===== config.mk =====
export PLATFORM = sky130hd
export DESIGN_NAME = axi_err_slv
export DESIGN_NICKNAME = d
export VERILOG_FILES = /design/src/rtl/axi_err_slv.sv
export SDC_FILE = /design/constraint.sdc
export NUM_CORES = 1
export LEC_CHECK = 0
export BUFFER_PORTS_ARGS = -buffer_cell sky130_fd_sc_hd__buf_4
export CORE_AREA = 2 2 102 104
export DETAILED_ROUTE_END_ITERATION = 12
export DIE_AREA = 0 0 104 106
export GPL_TIMING_DRIVEN = 0
export PLACE_DENSITY_LB_ADDON = 0.12
export SYNTH_ARGS = -nofsm -noshare
export SYNTH_HDL_FRONTEND = slang
export SYNTH_SLANG_ARGS = --single-unit
export TNS_END_PERCENT = 50

===== constraint.sdc =====
create_clock -name clk_i -period 5 [get_ports clk_i]
set_input_delay 0.5 -clock clk_i [delete_from_list [all_inputs] [get_ports clk_i]]
set_output_delay 0.5 -clock clk_i [all_outputs]
set_load 0.005 [all_outputs]

===== src/rtl/axi_err_slv.sv =====
// axi_err_slv: terminal AXI4 subordinate for unmapped address regions.
// Every accepted transaction is completed with a fixed error response so
// stray accesses never hang the interconnect.
//
// Ports:
//   clk_i       in   clock, all state updates on the rising edge
//   rst_ni      in   asynchronous active-low reset
//   slv_req_i   in   AXI request struct (aw, w, ar + valids, b_ready, r_ready)
//   slv_resp_o  out  AXI response struct (b, r + valids, channel readies)
//
// Handshake rule (all channels): a transfer happens on a rising edge where
// valid && ready are both high. b_valid/r_valid are never retracted and their
// payload stays stable until that transfer.

package axi_err_slv_pkg;

  localparam int unsigned IdW   = 4;
  localparam int unsigned AddrW = 32;
  localparam int unsigned DataW = 64;

  typedef struct packed {
    logic [IdW-1:0]   id;
    logic [AddrW-1:0] addr;
    logic [7:0]       len;
    logic [2:0]       size;
    logic [1:0]       burst;
    logic [5:0]       atop;
  } aw_chan_t;

  typedef struct packed {
    logic [DataW-1:0]   data;
    logic [DataW/8-1:0] strb;
    logic               last;
  } w_chan_t;

  typedef struct packed {
    logic [IdW-1:0]   id;
    logic [AddrW-1:0] addr;
    logic [7:0]       len;
    logic [2:0]       size;
    logic [1:0]       burst;
  } ar_chan_t;

  typedef struct packed {
    logic [IdW-1:0] id;
    logic [1:0]     resp;
  } b_chan_t;

  typedef struct packed {
    logic [IdW-1:0]   id;
    logic [DataW-1:0] data;
    logic [1:0]       resp;
    logic             last;
  } r_chan_t;

  typedef struct packed {
    aw_chan_t aw;
    logic     aw_valid;
    w_chan_t  w;
    logic     w_valid;
    logic     b_ready;
    ar_chan_t ar;
    logic     ar_valid;
    logic     r_ready;
  } axi_req_t;

  typedef struct packed {
    logic    aw_ready;
    logic    ar_ready;
    logic    w_ready;
    logic    b_valid;
    b_chan_t b;
    logic    r_valid;
    r_chan_t r;
  } axi_resp_t;

endpackage

module axi_err_slv #(
  parameter int unsigned IdWidth  = 4,
  parameter int unsigned MaxTrans = 2,
  parameter logic [1:0]  Resp     = 2'b11,
  parameter logic [63:0] RespData = 64'hBADCAB1E_BADCAB1E,
  parameter type axi_req_t  = axi_err_slv_pkg::axi_req_t,
  parameter type axi_resp_t = axi_err_slv_pkg::axi_resp_t
) (
  input  logic      clk_i,
  input  logic      rst_ni,
  input  axi_req_t  slv_req_i,
  output axi_resp_t slv_resp_o
);

  localparam int unsigned PtrW      = (MaxTrans > 1) ? $clog2(MaxTrans) : 1;
  localparam int unsigned CntW      = $clog2(MaxTrans + 1);
  localparam int unsigned DataWidth = $bits(slv_resp_o.r.data);
  localparam logic [PtrW-1:0]      LastPtr  = PtrW'(MaxTrans - 1);
  localparam logic [CntW-1:0]      FullCnt  = CntW'(MaxTrans);
  localparam logic [DataWidth-1:0] RespDataT = RespData[DataWidth-1:0];

  typedef enum logic {
    WR_DATA = 1'b0,
    WR_RESP = 1'b1
  } wr_state_e;

  // ---------------------------------------------------------------------------
  // AW FIFO: stores the write ID of each accepted AW.
  // ---------------------------------------------------------------------------
  logic [IdWidth-1:0] r_aw_mem [MaxTrans];
  logic [PtrW-1:0]    r_aw_wptr;
  logic [PtrW-1:0]    r_aw_rptr;
  logic [CntW-1:0]    r_aw_cnt;
  logic               w_aw_full;
  logic               w_aw_empty;
  logic               w_aw_push;
  logic               w_aw_pop;
  logic [IdWidth-1:0] w_aw_head;

  // Full is judged on the registered count only, so a pop in the same cycle
  // does not reopen aw_ready (no push-on-pop bypass).
  assign w_aw_full  = (r_aw_cnt == FullCnt);
  assign w_aw_empty = (r_aw_cnt == '0);
  assign w_aw_push  = slv_req_i.aw_valid && !w_aw_full;
  assign w_aw_head  = r_aw_mem[r_aw_rptr];

  always_ff @(posedge clk_i or negedge rst_ni) begin
    if (!rst_ni) begin
      r_aw_wptr <= '0;
      r_aw_rptr <= '0;
      r_aw_cnt  <= '0;
    end else begin
      if (w_aw_push) begin
        r_aw_wptr <= (r_aw_wptr == LastPtr) ? '0 : r_aw_wptr + 1'b1;
      end
      if (w_aw_pop) begin
        r_aw_rptr <= (r_aw_rptr == LastPtr) ? '0 : r_aw_rptr + 1'b1;
      end
      case ({w_aw_push, w_aw_pop})
        2'b10:   r_aw_cnt <= r_aw_cnt + 1'b1;
        2'b01:   r_aw_cnt <= r_aw_cnt - 1'b1;
        default: r_aw_cnt <= r_aw_cnt;
      endcase
    end
  end

  always_ff @(posedge clk_i) begin
    if (w_aw_push) begin
      r_aw_mem[r_aw_wptr] <= IdWidth'(slv_req_i.aw.id);
    end
  end

  // ---------------------------------------------------------------------------
  // AR FIFO: stores {id, len} of each accepted AR.
  // ---------------------------------------------------------------------------
  logic [IdWidth+7:0] r_ar_mem [MaxTrans];
  logic [PtrW-1:0]    r_ar_wptr;
  logic [PtrW-1:0]    r_ar_rptr;
  logic [CntW-1:0]    r_ar_cnt;
  logic               w_ar_full;
  logic               w_ar_empty;
  logic               w_ar_push;
  logic               w_ar_pop;
  logic [IdWidth+7:0] w_ar_head;

  assign w_ar_full  = (r_ar_cnt == FullCnt);
  assign w_ar_empty = (r_ar_cnt == '0);
  assign w_ar_push  = slv_req_i.ar_valid && !w_ar_full;
  assign w_ar_head  = r_ar_mem[r_ar_rptr];

  always_ff @(posedge clk_i or negedge rst_ni) begin
    if (!rst_ni) begin
      r_ar_wptr <= '0;
      r_ar_rptr <= '0;
      r_ar_cnt  <= '0;
    end else begin
      if (w_ar_push) begin
        r_ar_wptr <= (r_ar_wptr == LastPtr) ? '0 : r_ar_wptr + 1'b1;
      end
      if (w_ar_pop) begin
        r_ar_rptr <= (r_ar_rptr == LastPtr) ? '0 : r_ar_rptr + 1'b1;
      end
      case ({w_ar_push, w_ar_pop})
        2'b10:   r_ar_cnt <= r_ar_cnt + 1'b1;
        2'b01:   r_ar_cnt <= r_ar_cnt - 1'b1;
        default: r_ar_cnt <= r_ar_cnt;
      endcase
    end
  end

  always_ff @(posedge clk_i) begin
    if (w_ar_push) begin
      r_ar_mem[r_ar_wptr] <= {IdWidth'(slv_req_i.ar.id), slv_req_i.ar.len};
    end
  end

  // ---------------------------------------------------------------------------
  // Write path: drain W beats of the head AW, then return one B.
  // ---------------------------------------------------------------------------
  wr_state_e r_wr_state;
  wr_state_e w_wr_state_nxt;
  logic      w_w_ready;
  logic      w_b_valid;

  always_ff @(posedge clk_i or negedge rst_ni) begin
    if (!rst_ni) begin
      r_wr_state <= WR_DATA;
    end else begin
      r_wr_state <= w_wr_state_nxt;
    end
  end

  always_comb begin
    w_wr_state_nxt = r_wr_state;
    w_w_ready      = 1'b0;
    w_b_valid      = 1'b0;
    w_aw_pop       = 1'b0;
    case (r_wr_state)
      WR_DATA: begin
        // W is only taken once its AW is known, so data never runs ahead.
        w_w_ready = !w_aw_empty;
        if (slv_req_i.w_valid && w_w_ready && slv_req_i.w.last) begin
          w_wr_state_nxt = WR_RESP;
        end
      end
      WR_RESP: begin
        w_b_valid = 1'b1;
        if (slv_req_i.b_ready) begin
          w_aw_pop       = 1'b1;
          w_wr_state_nxt = WR_DATA;
        end
      end
      default: w_wr_state_nxt = WR_DATA;
    endcase
  end

  // ---------------------------------------------------------------------------
  // Read path: len+1 beats per AR, counted by r_rcnt. The counter clears on
  // the last beat, so a len of 255 never needs a ninth bit.
  // ---------------------------------------------------------------------------
  logic [7:0] r_rcnt;
  logic       w_r_valid;
  logic       w_r_last;
  logic       w_r_hs;

  assign w_r_valid = !w_ar_empty;
  assign w_r_last  = (r_rcnt == w_ar_head[7:0]);
  assign w_r_hs    = w_r_valid && slv_req_i.r_ready;
  assign w_ar_pop  = w_r_hs && w_r_last;

  always_ff @(posedge clk_i or negedge rst_ni) begin
    if (!rst_ni) begin
      r_rcnt <= '0;
    end else if (w_r_hs) begin
      r_rcnt <= w_r_last ? 8'd0 : r_rcnt + 8'd1;
    end
  end

  // ---------------------------------------------------------------------------
  // Response assembly; every field not set here stays 0.
  // ---------------------------------------------------------------------------
  always_comb begin
    slv_resp_o          = '0;
    slv_resp_o.aw_ready = !w_aw_full;
    slv_resp_o.ar_ready = !w_ar_full;
    slv_resp_o.w_ready  = w_w_ready;
    slv_resp_o.b_valid  = w_b_valid;
    slv_resp_o.b.id     = w_aw_head;
    slv_resp_o.b.resp   = Resp;
    slv_resp_o.r_valid  = w_r_valid;
    slv_resp_o.r.id     = w_ar_head[IdWidth+7:8];
    slv_resp_o.r.data   = RespDataT;
    slv_resp_o.r.resp   = Resp;
    slv_resp_o.r.last   = w_r_last;
  end

  // Address, data, strobe, atop and size fields are intentionally ignored.
  logic w_unused;
  assign w_unused = ^slv_req_i;

endmodule


==> results.md <==
- The growth of design area from synthesis to finish is 29.37%.
- Synthesis inferred 49 register bits.
- The number of setup buffers added after CTS is 0.
- The worst-case vdd ir drop is 0.0001699 V.
- Of the synthesized area, sequential elements account for 52.07%.
- The highest clock frequency the design can meet is 372.9 MHz.
- Summed over all failing endpoints, the final setup total negative slack is 0 ns.
- In this run the core area contains 37 standard-cell rows.
- The maximum number of pins on one net before global-route repair is 18.
- The die height is 106 um.
- After detailed routing, the average wire length per cell comes to 10.25 um.
- Summed over its instances, the top area cell type makes up 36.09% of the synthesized netlist area.
- In this run the deepest clock path goes through 2 buffers.
- Once the floorplan was initialized, standard cells occupied 26.63% of the core.
- The CTS H-tree depth is 2.
- The power density over the cells is 402.2 mW/mm^2.
- For this run, design rule violations remaining after detail routing come to 0.
- The hold-fix buffer count after cts is 0.
- Headroom to the max-slew limit came out at 18.48%.
- The commonest cells after synthesis are buf_4, edfxtp_1, dfrtp_1, xnor2_1, nor2_1.
- TritonCTS built the clock tree.
- For the worst setup path, the data arrival time is 2.18 ns.
- Along the worst path, the maximum fanout reaches 10.
- The worst path in the final design needs a cycle of 2.682 ns, including I/O delays and setup.
- buf_4 is the most common cell in the netlist.
- The post-layout total power is 1.385 mW.
- The filler cells instantiated in the layout total 1064.
- The final critical path takes up 53.64% of the cycle.
- The via count of the first global-routing pass is 1556.
- Across all setup checks in the final design, the least slack found is 2.318 ns.
- The number of standard cells after synthesis is 218.
- STA classifies the critical path startpoint as a register.
- In this run, synthesis inferred 32 flip-flops with an integrated enable.
- The count of cells along the worst register-to-register path is 10.
- The cell area after layout is 0.003445 mm^2.
- Dividing the detail-routed via count by the number of cells gives 3.355.
- The number of antenna violations at the first check in global routing is 0.
- The flow ran to the end, and the final reports show no timing, DRC or antenna violations.
- Global routing finished with a remaining overflow of 0.
- After clock tree synthesis, the clock-pin slew on the worst setup and hold paths is 0.09 ns.
- The worst register-to-register path begins at r_ar_rptr.
- The worst hold slack after final layout is 0.05549 ns.
- The HPWL after detailed placement is 3.659 mm.
- The clock insertion delay at the later pin of the skew report is 0.30 ns.
- The category of the worst setup path capture point is an output pin.
- The async set-or-reset flop fraction in the synthesized netlist is 34.69%.
- The count of cells resized by post-cts repair is 0.
- The area of the core is 0.01000 mm^2.
- The first detailed-routing pass ran for 4 iterations.
- The DRC marker count from the first detailed-route iteration is 80.
- The max-capacitance violation count is 0.
- In this run the worst hold path is classified as in -> async.
- The post-route antenna net violation count is 0.
- Once placement completed, the tool counted placed cells totaling 457.
- The prevailing post-synth register cell is edfxtp_1.
- The count of antenna diodes in the layout is 0.
- The number of failing hold endpoints at the final stage came to 0.
- The count of placed standard cells in the final layout, fillers left out is 465.
- Timing analysis after detailed placement gives a worst setup slack of 2.499 ns.
- The overall die area is 0.01102 mm^2.
- The total placed instance area is 0.003358 mm^2.
- Buffers placed on the I/O ports in this run total 37.
- The total vias in the final route is 1560.
- The net count of the finished layout is 515.
- At the worst endpoint, the required time is 4.50 ns.
- The final RePlAce weighted congestion is 0.7080.
- The number of clock buffers added by TritonCTS is 5.
- The endpoint of the worst-slack reg-to-reg timing path is r_ar_cnt[1].
- The clock net sink count is 49.
- Summed over all cells, the static leakage comes to 1.549 nW.
- The buffer cell driving the clock tree root is clkbuf_8.
- Once layout is complete, the utilization of the core stands at 34.45%.
- The number of top-level design ports is 266.
- The Yosys step of the flow raised 0 warnings.
- The actual slew at the worst max-slew pin is 1.218 ns.
- The synthesized cell area is 0.002663 mm^2.
- For this block, the routed nets add up to 4.764 mm of wire.
- The first global-routing pass estimated 7.507 mm of wire.
- The critical path is of the reg -> out type.
- Setup repair after global routing left no endpoint under its margin.
- The library cell with the largest summed area after synthesis is edfxtp_1.
- The fraction of final layout cells with drive strength greater than 1 is 40.73%.
- By area the synthesized netlist is led by edfxtp_1, buf_4, dfrtp_1.
- On the final layout, the worst clock skew is 0.005571 ns.
- The max-slew violation total from the final report is 0.
- Setup violations remaining at the end of the flow were counted as 0.
- In this run the mean area of a mapped cell was 12.21 um^2.
- Measured along the x axis, the die boundary spans 104 um.
- Setup slack on the worst reg-to-reg path comes out at 2.58 ns.
- The total global routing track utilization is 8.707%.
- The count of distinct cell types in the synthesized netlist is 29.
-- cell usage in the layout (no fill, tap or decap), types with 4 or more instances in the layout --
| cell type | instances |
|---|---|
| buf_4 | 109 |
| clkbuf_8 | 5 |
| conb_1 | 68 |
| dfrtp_1 | 17 |
| edfxtp_1 | 32 |
| mux2_2 | 8 |
| mux2i_1 | 8 |
| nand2_1 | 9 |
| nand3_1 | 4 |
| nor2_1 | 10 |
| xnor2_1 | 16 |
| xor2_1 | 4 |
-- registers in the layout (all words and copies together), names as in the netlist, 2 cells and up --
| name | cells |
|---|---|
| r_ar_cnt | 2 |
| r_ar_mem | 24 |
| r_aw_cnt | 2 |
| r_aw_mem | 8 |
| r_rcnt | 8 |
-- per-layer routing --
metal / global-route usage [%] / wire, um / vias to the layer above
met5: 0 / 0 / -
met4: 3.475 / 56 / 0
met3: 2.452 / 341 / 4
met2: 14.43 / 2257 / 69
met1: 10.74 / 2108 / 677
li1: - / - / 810
-- worst max path at each step --
| stage | startpoint | to | slack, ns | depth (start not counted) |
|---|---|---|---|---|
| final | r_ar_rptr | slv_resp_o[0] | 2.32 | 8 |
| after global routing | r_ar_rptr | slv_resp_o[0] | 2.07 | 8 |
| after CTS | r_ar_rptr | slv_resp_o[0] | 2.22 | 8 |
| after floorplan | r_ar_rptr | r_ar_cnt[1] | 2.86 | 10 |
| after detailed placement | r_ar_rptr | r_ar_cnt[1] | 2.50 | 10 |
| after global placement | r_ar_rptr | r_ar_cnt[1] | 2.52 | 10 |
-- critical path: stages, from the launching register on --
cell	delay (ns)
dfrtp_1	0.35
buf_6	0.13
buf_12	0.14
mux2i_1	0.27
xnor2_1	0.11
nor4_2	0.44
and2_2	0.25
buf_4	0.10
buf_4	0.10
-- logic make-up after synthesis --
| kind of cell | synth area share [%] |
|---|---|
| simple gates | 8.177 |
| fa+ha+maj | 1.410 |
| other cells | 0.2821 |
| compound gates | 2.443 |
| xor+xnor | 7.190 |
| flops | 52.07 |
| mux | 6.391 |
| buf+inv | 22.04 |
-- power breakdown --
group          leakage, nW  switching [mW]  total [mW]  internal [mW]
logic                 1.01           0.228       0.510          0.282
clock network       0.0455           0.128       0.225         0.0969
registers            0.495          0.0867       0.650          0.563
-- area by class of cell --
cell class	count	area, um^2	area share [%]
flip-flops and latches	49	1386	40.25
multi-input cells	159	937.1	27.21
inverters	1	3.754	0.1090
well taps	136	170.2	4.940
clock inverters	3	17.52	0.5085
plain buffers	75	583.1	16.93
repair buffers	37	277.8	8.064
clock buffers	5	68.82	1.998
(Power assumes the default switching activity.)
